**config.mk**
```make
export PLATFORM = sky130hd
export DESIGN_NAME = sprite_mover
export DESIGN_NICKNAME = d
export VERILOG_FILES = /design/src/rtl/sprite_mover.sv
export SDC_FILE = /design/constraint.sdc
export NUM_CORES = 1
export LEC_CHECK = 0
export ABC_AREA = 1
export BUFFER_PORTS_ARGS = -buffer_cell sky130_fd_sc_hd__buf_2
export CORE_MARGIN = 5
export CORE_UTILIZATION = 30
export CTS_CLUSTER_SIZE = 10
export DETAILED_ROUTE_END_ITERATION = 7
export HOLD_SLACK_MARGIN = 0.15
export PLACE_DENSITY = 0.56
export SLEW_MARGIN = 20
export SYNTH_ARGS = -nofsm -noshare
export SYNTH_HDL_FRONTEND = slang
export SYNTH_SLANG_ARGS = --single-unit
```
**constraint.sdc**
```tcl
create_clock -name clk -period 1.7 [get_ports clk]
set_clock_uncertainty 0.05 [all_clocks]
set_input_delay 0.34 -clock clk [delete_from_list [all_inputs] [get_ports clk]]
set_output_delay 0.34 -clock clk [all_outputs]
set_load 0.01 [all_outputs]
```
**src/rtl/sprite_mover.sv**
```systemverilog
// sprite_mover: per-frame bouncing sprite position generator, X then Y updated one cycle apart.
// Define SPRITE_MOVER_WRAP_EN to wrap around the visible area instead of bouncing.
module sprite_mover #(
  parameter int SCREEN_W  = 640,
  parameter int SCREEN_H  = 480,
  parameter int SPRITE_W  = 32,
  parameter int SPRITE_H  = 32,
  parameter int INIT_X    = 0,
  parameter int INIT_Y    = 0,
  parameter int STEP_X    = 2,
  parameter int STEP_Y    = 1,
  parameter int FRAME_DIV = 1
) (
  input  logic       clk,
  input  logic       reset,
  input  logic       vsync,
  input  logic       pause,
  output logic [9:0] sprite_x,
  output logic [9:0] sprite_y,
  output logic       dir_x,
  output logic       dir_y,
  output logic       bounce_x,
  output logic       bounce_y,
  output logic       busy
);
  localparam logic [10:0] XMAX = 11'(SCREEN_W - SPRITE_W);
  localparam logic [10:0] YMAX = 11'(SCREEN_H - SPRITE_H);
  localparam logic [10:0] SX = 11'(STEP_X);
  localparam logic [10:0] SY = 11'(STEP_Y);
  localparam logic [15:0] DIV_LAST = 16'(FRAME_DIV - 1);

  typedef enum logic [1:0] {IDLE, MOVE_X, MOVE_Y} state_t;
  state_t state;
  logic vsync_q, tick;
  logic [15:0] div_cnt;
  logic [11:0] nx, ny;

  // Returns {next position, next direction, edge event}; compares widened to 11 bits.
  function automatic logic [11:0] axis(input logic [9:0] p, input logic d, input logic [10:0] s,
                                       input logic [10:0] m);
    logic [10:0] q;
    q = {1'b0, p};
`ifdef SPRITE_MOVER_WRAP_EN
    if (d) return (q + s > m) ? {10'd0, d, 1'b1} : {p + s[9:0], d, 1'b0};
    return (q < s) ? {m[9:0], d, 1'b1} : {p - s[9:0], d, 1'b0};
`else
    if (d) return (q + s >= m) ? {m[9:0], 1'b0, 1'b1} : {p + s[9:0], d, 1'b0};
    return (q <= s) ? {10'd0, 1'b1, 1'b1} : {p - s[9:0], d, 1'b0};
`endif
  endfunction

  assign tick = vsync_q & ~vsync;
  assign nx = axis(sprite_x, dir_x, SX, XMAX);
  assign ny = axis(sprite_y, dir_y, SY, YMAX);

  always_ff @(posedge clk) begin
    if (reset) begin
      state    <= IDLE;
      vsync_q  <= 1'b1;
      div_cnt  <= '0;
      sprite_x <= 10'(INIT_X);
      sprite_y <= 10'(INIT_Y);
      dir_x    <= 1'b1;
      dir_y    <= 1'b1;
      bounce_x <= 1'b0;
      bounce_y <= 1'b0;
      busy     <= 1'b0;
    end else begin
      vsync_q  <= vsync;
      bounce_x <= 1'b0;
      bounce_y <= 1'b0;
      case (state)
        IDLE: if (tick && !pause) begin
          if (div_cnt == DIV_LAST) begin
            div_cnt <= '0;
            state   <= MOVE_X;
            busy    <= 1'b1;
          end else div_cnt <= div_cnt + 16'd1;
        end
        MOVE_X: begin
          {sprite_x, dir_x, bounce_x} <= nx;
          state <= MOVE_Y;
        end
        MOVE_Y: begin
          {sprite_y, dir_y, bounce_y} <= ny;
          state <= IDLE;
          busy  <= 1'b0;
        end
        default: state <= IDLE;
      endcase
    end
  end
endmodule

```
Word level (Yosys, flattened, before mapping) --
Cells that the tools add are included. W data, S select, Z words.
Operators by class: magnitude comparators 4, reductions and logical operators 14, multiplexer cells 17, equal/unequal tests 4, add/sub/neg operators 7, bitwise operators 4
Operators by type and width (count):
- $mux W12 | 8
- $add A16 B1 Y16 const B | 1
- $logic_not A16 Y1 | 1
- $mux W16 | 1
- $add A10 B1 Y11 const B | 1
- $add A10 B2 Y11 const B | 1
- $ge A11 B10 Y1 const B | 1
- $ge A11 B9 Y1 const B | 1
- $add A10 B1 Y10 const B | 1
- $add A10 B2 Y10 const B | 1
- $le A10 B1 Y1 const B | 1
- $le A10 B2 Y1 const B | 1
- $sub A10 B1 Y10 const B | 1
- $sub A10 B2 Y10 const B | 1
- $reduce_and A2 Y1 | 4
- $reduce_bool A2 Y1 | 3
- $mux W1 | 4
- $mux W2 | 2
- $ne A2 B2 Y1 const B | 2
- $pmux W2 S2 | 1
- $reduce_or A2 Y1 | 2
- $not A1 Y1 | 3
- $reduce_and A3 Y1 | 1
- $eq A2 B1 Y1 const B | 1
- 6 further kinds | 6
Word-level totals: register bits 44, word-level logic and storage cells 60, bits of input ports 4

Longest topological paths before layout --
Gate-level depths: netlist of run 1.
word-level depth 5, gate-level depth with buffers 14, depth with buffers taken out 14

Worst setup path before layout of run 1 --
OpenSTA, ideal clock, no wires.
path type register -> register, from register sprite_y[0], to register dir_y, period minus slack after synthesis 1799 ps, data required time 1535 ps, arrival time 1634 ps, path slack -99 ps, path buffers 0, cell stages (with the launch flop) 11, path through dfxtp_1 -> ha_1 -> nand3_1 -> nor2_1 -> nand2_1 -> xor2_1 -> nand3_2 -> nand2_2 -> nand2_4 -> nand3_1 -> nand2_1
On the way: word-level cells in the longest chain between the ends 5, elaborated cells between the ends (all ways) 8, classes of those cells 1 x add/sub; 2 x order compare; 3 x mux; 2 x reduce/logical
Ends and longest elaborated chain:
- start, declared | line 19 | output logic [9:0] sprite_y,
- start signal, assigned | line 62 | sprite_y <= 10'(INIT_Y);
- start signal, assigned | line 85 | {sprite_y, dir_y, bounce_y} <= ny;
- $add A10 B1 Y11 | line 47 | if (d) return (q + s >= m) ? {m[9:0], 1'b0, 1'b1} : {p + s[9:0], d, 1'b0};
- $ge A11 B9 Y1 | line 47
- $mux W12 (2 in series) | line 47
- $mux W12 | line 48 | return (q <= s) ? {10'd0, 1'b1, 1'b1} : {p - s[9:0], d, 1'b0};
- end signal, assigned | line 85
- end, declared | line 21 | output logic dir_y,
Several ways; a longest one is shown, not always the timed one. The select of a mux whose other input is x is not followed. A chain may end at the register's enable or synchronous reset.

Worst setup path in the final report of run 1 --
from register sprite_y[0], to register sprite_y[4]
On the way: word-level cells in the longest chain between the ends 5, elaborated cells between the ends (all ways) 9, classes of those cells 3 x add/sub; 2 x order compare; 4 x mux
Ends and longest elaborated chain (line):
- $add A10 B1 Y11 | 47
- $ge A11 B9 Y1 | 47
- $mux W12 (2 in series) | 47
- $mux W12 (*) | 48
Mark *: on every way between the ends. The rest lies on a longest branch, timed or not. The select of a mux whose other input is x is not followed.

==> results of run 1 <==
[stage by stage]
step	hold WS, ns	util [%]
after CTS	0.2164	38.97
after global placement	0.4244	36.91
after detailed placement	0.4291	36.91
after global routing	0.2247	41.74
final	0.2247	41.74
after floorplan	0.3705	-
[layer usage]
| metal | vias up | part of all wire (%) | GRT usage (%) | routed length, um |
|---|---|---|---|---|
| met3 | 14 | 4.1 | 1.626 | 321 |
| met2 | 83 | 47 | 22.21 | 3723 |
| met4 | 0 | 1.8 | 5.388 | 144 |
| met5 | - | 0 | 0 | 0 |
| li1 | 1547 | - | - | - |
| met1 | 1371 | 47 | 18.37 | 3695 |
[repair_timing]
item / 4_1_cts / 5_1_grt
buffers inserted: 3 / 1
endpoints found under the hold margin: 0 / 0
pin swaps: 3 / 27
endpoints found under the setup margin: 13 / 27
gates resized for setup: 9 / 65
hold buffers: 0 / 0
gates cloned: 0 / 0
[state kept, by name, indices dropped and copies added (netlist names)]
register	count
div_cnt	16
sprite_y	10
sprite_x	9
state	2
bounce_x	1
bounce_y	1
busy	1
dir_x	1
dir_y	1
vsync_q	1
[synthesized netlist by cell type, types with 7 or more instances]
master | instances | area, sq um
nand4_1 | 12 | 75.07
nand3_1 | 34 | 170.2
dfxtp_1 | 43 | 860.8
inv_1 | 48 | 180.2
ha_1 | 8 | 100.1
o21ai_0 | 26 | 130.1
xor2_1 | 19 | 166.4
nor3_1 | 7 | 35.03
nor2_1 | 57 | 214.0
inv_2 | 8 | 30.03
a21oi_1 | 27 | 135.1
nand2_1 | 77 | 289.0
[power by group through the flow]
stage / sequential, mW / combinational [mW] / clock, mW
floorplan: 1.09 / 0.215 / 0
global placement: 1.08 / 0.363 / 0
detailed placement: 1.08 / 0.361 / 0
CTS: 1.05 / 0.372 / 0.990
global route: 1.06 / 0.457 / 1.02
finish: 1.05 / 0.410 / 0.956
[critical path, cell delays in order (launching register included)]
cell,delay [ns]
dfxtp_2,0.33
ha_1,0.21
nand3_1,0.12
nor2_2,0.05
nand2_1,0.11
buf_4,0.13
nand2_1,0.07
o21ai_4,0.24
nand4_1,0.15
a21oi_1,0.17
[logic make-up (layout without fill, tap and decap cells)]
| group | Yosys count | after routing |
|---|---|---|
| simple gates | 217 | 217 |
| xor+xnor | 19 | 19 |
| fa+ha+maj | 8 | 8 |
| flops | 43 | 43 |
| compound gates | 70 | 70 |
| buf+inv | 66 | 142 |
| other cells | 1 | 1 |
[final timing paths]
kind                       startpoint  slack, ns                  endpoint  cells past startpoint
min                             vsync       0.22        vsync_q$_SDFF_PP1_                      2
max reg2reg  sprite_y[0]$_SDFFE_PP0P_      -0.01  sprite_y[4]$_SDFFE_PP0P_                      9
max          sprite_y[0]$_SDFFE_PP0P_      -0.01  sprite_y[4]$_SDFFE_PP0P_                      9
min reg2reg  div_cnt[14]$_SDFFE_PP0P_       0.44  div_cnt[14]$_SDFFE_PP0P_                      2
[final cells by class]
cell class / count / area, sq um / area share [%]
multi-input cells: 315 / 1942 / 50.59
clock inverters: 3 / 67.56 / 1.760
clock buffers: 5 / 68.82 / 1.793
repair buffers: 77 / 525.5 / 13.69
inverters: 57 / 221.5 / 5.769
flip-flops and latches: 43 / 874.6 / 22.78
well taps: 111 / 138.9 / 3.618
==> results.py, run 1 <==
metrics = {
    "power_and_ir_drop": {
        "total_power_mw": 2.421,
        "p_per_area_mw_per_mm2": 630.7,
        "sw_frac_of_total_pct": 26.30,
        "power_frac_seq_pct": 43.6,
        "combPwrFrac_pct": 16.9,
        "p_int_mw": 1.784,
        "p_clk_share_pct": 39.5,
        "p_switching_mw": 0.6368,
        "ir_worst_vdd_uv": 310.1,
        "p_leak_nw": 1.730,
    },
    "grt": {
        "grt_max_degree": 16,
        "first_global_vias": 2837,
        "grt_pass1_wl_mm": 12.87,
        "antenna_found_initial": 0,
        "grt_overflow_total": 0,
        "grt_usage_pct": 13.65,
    },
    "synthesis": {
        "yosysWarnings": 0,
        "synthesis.nets": 436,
        "synth_xor_area_share_pct": 5.908,
        "ys_ff_latch": 43,
        "synth-main-ff-cell": "dfxtp_1",
        "ys_types": 40,
        "synth_edf_count": 0,
        "synth.avg_cell_area_sq_um": 6.643,
        "synthMuxAreaShare_pct": 0,
        "synth_top_family_by_area": "simple AND/OR/NAND/NOR gates",
        "yosysSeqAreaShare_pct": 30.56,
        "syn_inst": 424,
        "synth_area_sq_mm": 0.002816,
        "synth_compound_area_share_pct": 13.95,
        "yosys.area_share.simple_pct": 36.69,
        "synth_adder_area_share_pct": 3.554,
        "synthArstFlopShare_pct": 0,
    },
    "clock_network": {
        "numCtsBuffers": 5,
        "cts_sinks": 43,
        "cts_root_buffer": "clkbuf_8",
        "cts_max_level": 2,
        "clk_latency_ns": 0.29,
        "clk_pin_slew_ns": 0.09,
        "cts_buffer_depth": 2,
        "cts_tree": "yes",
    },
    "floorplanning": {
        "start_util_pct": 30.63,
        "die_w_um": 106.9,
        "fp.dieArea_sq_mm": 0.01143,
        "ios": 29,
        "rows": 35,
        "chipHeight_um": 106.9,
        "coreArea_sq_mm": 0.009196,
    },
    "layout": {
        "fillCellCount": 949,
        "diodes": 0,
        "final_area_sq_mm": 0.003839,
        "syn_to_final_growth_pct": 36.29,
        "layout-drive-gt1-share_pct": 34.20,
        "layout.nets": 511,
        "final_cell_mix": "nand2_1, nor2_1, buf_4",
        "instances_no_fill": 611,
        "final_common_cell": "nand2_1",
    },
    "sta": {
        "tns_ns": -0.01205,
        "setup_viol": 1,
        "min_period_over_period_pct": 100.7,
        "timing_hold_violations_final": 0,
        "rsz0062_at_grt": "true",
        "min_period_ns": 1.712,
        "maxSlewViolCount": 0,
        "fmax_ghz": 0.5841,
        "fin_ws_ns": -0.01205,
    },
    "place": {
        "place_area_sq_mm": 0.003395,
        "place_ws_ns": -0.1818,
        "dpl.hpwl_mm": 5.918,
        "dp_cells": 599,
        "gp_congestion": 0.9189,
        "io_buffers": 27,
    },
    "critical_path": {
        "cp-start-kind": "register",
        "worstPathRequired_ns": 1.87,
        "crit_type": "reg -> reg",
        "cp_data_arrival_time_ns": 1.88,
        "crit_fanout": 7,
        "end_kind": "register",
    },
    "status": {
        "failed_checks": "setup timing",
        "status": "complete, but fails checks",
    },
    "worst_hold_path": {
        "hold_class": "in -> reg",
    },
    "routing": {
        "drtPass1Iterations": 5,
        "wirelength_mm": 7.885,
        "drc_errors": 0,
        "num_vias": 3015,
        "ant_nets": 0,
        "drt-initial-drc-count": 142,
        "avgViaCountPerCell": 4.935,
        "post_drt_wl_per_cell_um": 12.91,
    },
    "run": {
        "max_cap_violations": 0,
    },
}
Note: power is estimated with default switching activity, not from simulation.
==> run 2, diff against run 1 <==
--- a/config.mk
+++ b/config.mk
@@ -13,6 +13,8 @@
 export DETAILED_ROUTE_END_ITERATION = 7
 export HOLD_SLACK_MARGIN = 0.15
 export PLACE_DENSITY = 0.56
+export RECOVER_POWER = 100
+export REMOVE_ABC_BUFFERS = 1
 export SLEW_MARGIN = 20
 export SYNTH_ARGS = -nofsm -noshare
 export SYNTH_HDL_FRONTEND = slang
==> run 2 against run 1 <==
The flow now finishes without violations. Setup slack improved by 0.066 ns. Cell area is 0.29% lower. Clock power fell by 31%. Sequential share of layout area up 0.067 points. Hold slack got worse by 0.019 ns. First-iteration DRC count is 2.1% higher. Fmax is 4.0% higher.
==> results.py, run 2 (synthesis gave the netlist of run 1 again) <==
metrics = {
    "place": {
        "place_ws_ns": -0.07243,
        "dp_cells": 604,
        "gp_congestion": 0.8240,
        "io_buffers": 27,
        "dpl.hpwl_mm": 6.024,
        "place_area_sq_mm": 0.003428,
    },
    "floorplanning": {
        "rows": 35,
        "chipHeight_um": 106.9,
        "ios": 29,
        "die_w_um": 106.9,
        "coreArea_sq_mm": 0.009196,
        "fp.dieArea_sq_mm": 0.01143,
        "start_util_pct": 30.63,
    },
    "sta": {
        "fin_ws_ns": 0.05349,
        "min_period_ns": 1.647,
        "setup_viol": 0,
        "min_period_over_period_pct": 96.85,
        "timing_hold_violations_final": 0,
        "tns_ns": 0,
        "fmax_ghz": 0.6073,
        "maxSlewViolCount": 0,
        "rsz0062_at_grt": "true",
    },
    "layout": {
        "diodes": 0,
        "layout.nets": 519,
        "syn_to_final_growth_pct": 35.90,
        "final_common_cell": "nand2_1",
        "instances_no_fill": 619,
        "final_util_pct": 41.62,
        "largest_reg_flops": 16,
        "multi_input_area_sq_mm": 0.001943,
        "regMostFlops": "div_cnt",
        "final_area_sq_mm": 0.003827,
        "layout-drive-gt1-share_pct": 33.07,
        "largestRegisters": "div_cnt: 16 flops, sprite_y: 10 flops, sprite_x: 9 flops",
        "regArea_sq_um": 874.6,
        "final_cell_mix": "nand2_1, buf_4, nor2_1",
        "fillCellCount": 958,
    },
    "routing": {
        "ant_nets": 0,
        "drtPass1Iterations": 5,
        "wirelength_mm": 8.277,
        "drt-initial-drc-count": 145,
        "post_drt_wl_per_cell_um": 13.37,
        "num_vias": 3024,
        "drc_errors": 0,
        "avgViaCountPerCell": 4.885,
    },
    "clock_network": {
        "cts_tree": "yes",
        "cts_max_level": 2,
        "cts_sinks": 43,
        "clk_latency_ns": 0.30,
        "numCtsBuffers": 5,
        "clk_pin_slew_ns": 0.09,
        "cts_buffer_depth": 2,
        "cts_root_buffer": "clkbuf_8",
    },
    "critical_path": {
        "end_kind": "register",
        "cp-start-kind": "register",
        "cp_data_arrival_time_ns": 1.78,
        "crit_type": "reg -> reg",
        "worstPathRequired_ns": 1.84,
        "timing.rr.start": "sprite_x[6]$_SDFFE_PP0P_",
        "startpoint": "sprite_x[6]$_SDFFE_PP0P_",
        "crit_fanout": 4,
    },
    "power_and_ir_drop": {
        "p_leak_nw": 1.703,
        "ir_worst_vdd_uv": 372.6,
        "p_per_area_mw_per_mm2": 557.3,
    },
    "grt": {
        "grt_pass1_wl_mm": 13.12,
        "grt_overflow_total": 0,
        "antenna_found_initial": 0,
        "first_global_vias": 2818,
        "grt_usage_pct": 14.10,
        "grt_max_degree": 15,
    },
    "run": {
        "max_cap_violations": 0,
    },
    "worst_hold_path": {
        "hp-start": "vsync",
        "hold_class": "in -> reg",
    },
    "status": {
        "status": "finished clean",
    },
}
==> run 2: cell count changes in the layout (fill, tap and decap cells not counted), moves of 3 or more <==
| cell | change |
|---|---|
| clkbuf_1 | +10 |
| buf_4 | +6 |
| nand2_2 | -4 |
| clkinv_2 | +3 |
| buf_2 | -8 |
==> run 2: layout make-up <==
| type | instances | area share, % |
|---|---|---|
| multi-input cells | 315 | 50.77 |
| clock buffers | 5 | 1.798 |
| well taps | 111 | 3.629 |
| clock inverters | 3 | 0.3923 |
| inverters | 57 | 5.721 |
| flip-flops and latches | 43 | 22.85 |
| repair buffers | 85 | 14.84 |
==> run 2: stage by stage <==
| step | hold WS (ns) | power, mW |
|---|---|---|
| 2_1_floorplan | 0.3591 | 1.293 |
| 3_3_place_gp | 0.4283 | 1.446 |
| 3_5_place_dp | 0.4284 | 1.450 |
| 4_1_cts | 0.1994 | 2.120 |
| 5_1_grt | 0.1927 | 2.259 |
| 6_report | 0.2053 | 2.133 |
==> run 2: worst paths after layout <==
check             slack (ns)  cells after the start                  endpoint
setup / recovery        0.05                      8  sprite_x[1]$_SDFFE_PP0P_
hold reg to reg         0.45                      2  div_cnt[14]$_SDFFE_PP0P_
setup reg to reg        0.05                      8  sprite_x[1]$_SDFFE_PP0P_
hold / removal          0.21                      2        vsync_q$_SDFF_PP1_
==> run 2: critical path, stage by stage (launching register included) <==
cell	delay [ns]
dfxtp_1	0.36
nor2_2	0.17
inv_2	0.06
nor3_1	0.19
nand4_1	0.25
nand2_1	0.20
nand2_1	0.10
nand3_1	0.09
a21oi_1	0.07
==> run 2: per-layer routing <==
layer  share of wire, %  track usage (%)
met1                 45            17.68
met2                 51            24.28
met3                2.9            3.131
met4                1.1            3.927
met5                  0                0
==> run 2: timing repair <==
action,4_1_cts,5_1_grt
hold buffers,0,0
setup endpoints to repair,12,33
pin swaps,6,19
setup buffers,2,5
gates resized for setup,13,63
==> run 2: power breakdown <==
part	internal [mW]	switching, mW	total, mW
combinational	0.171	0.247	0.418
clock	0.282	0.373	0.655
sequential	1.03	0.0291	1.06
total	1.48	0.649	2.13
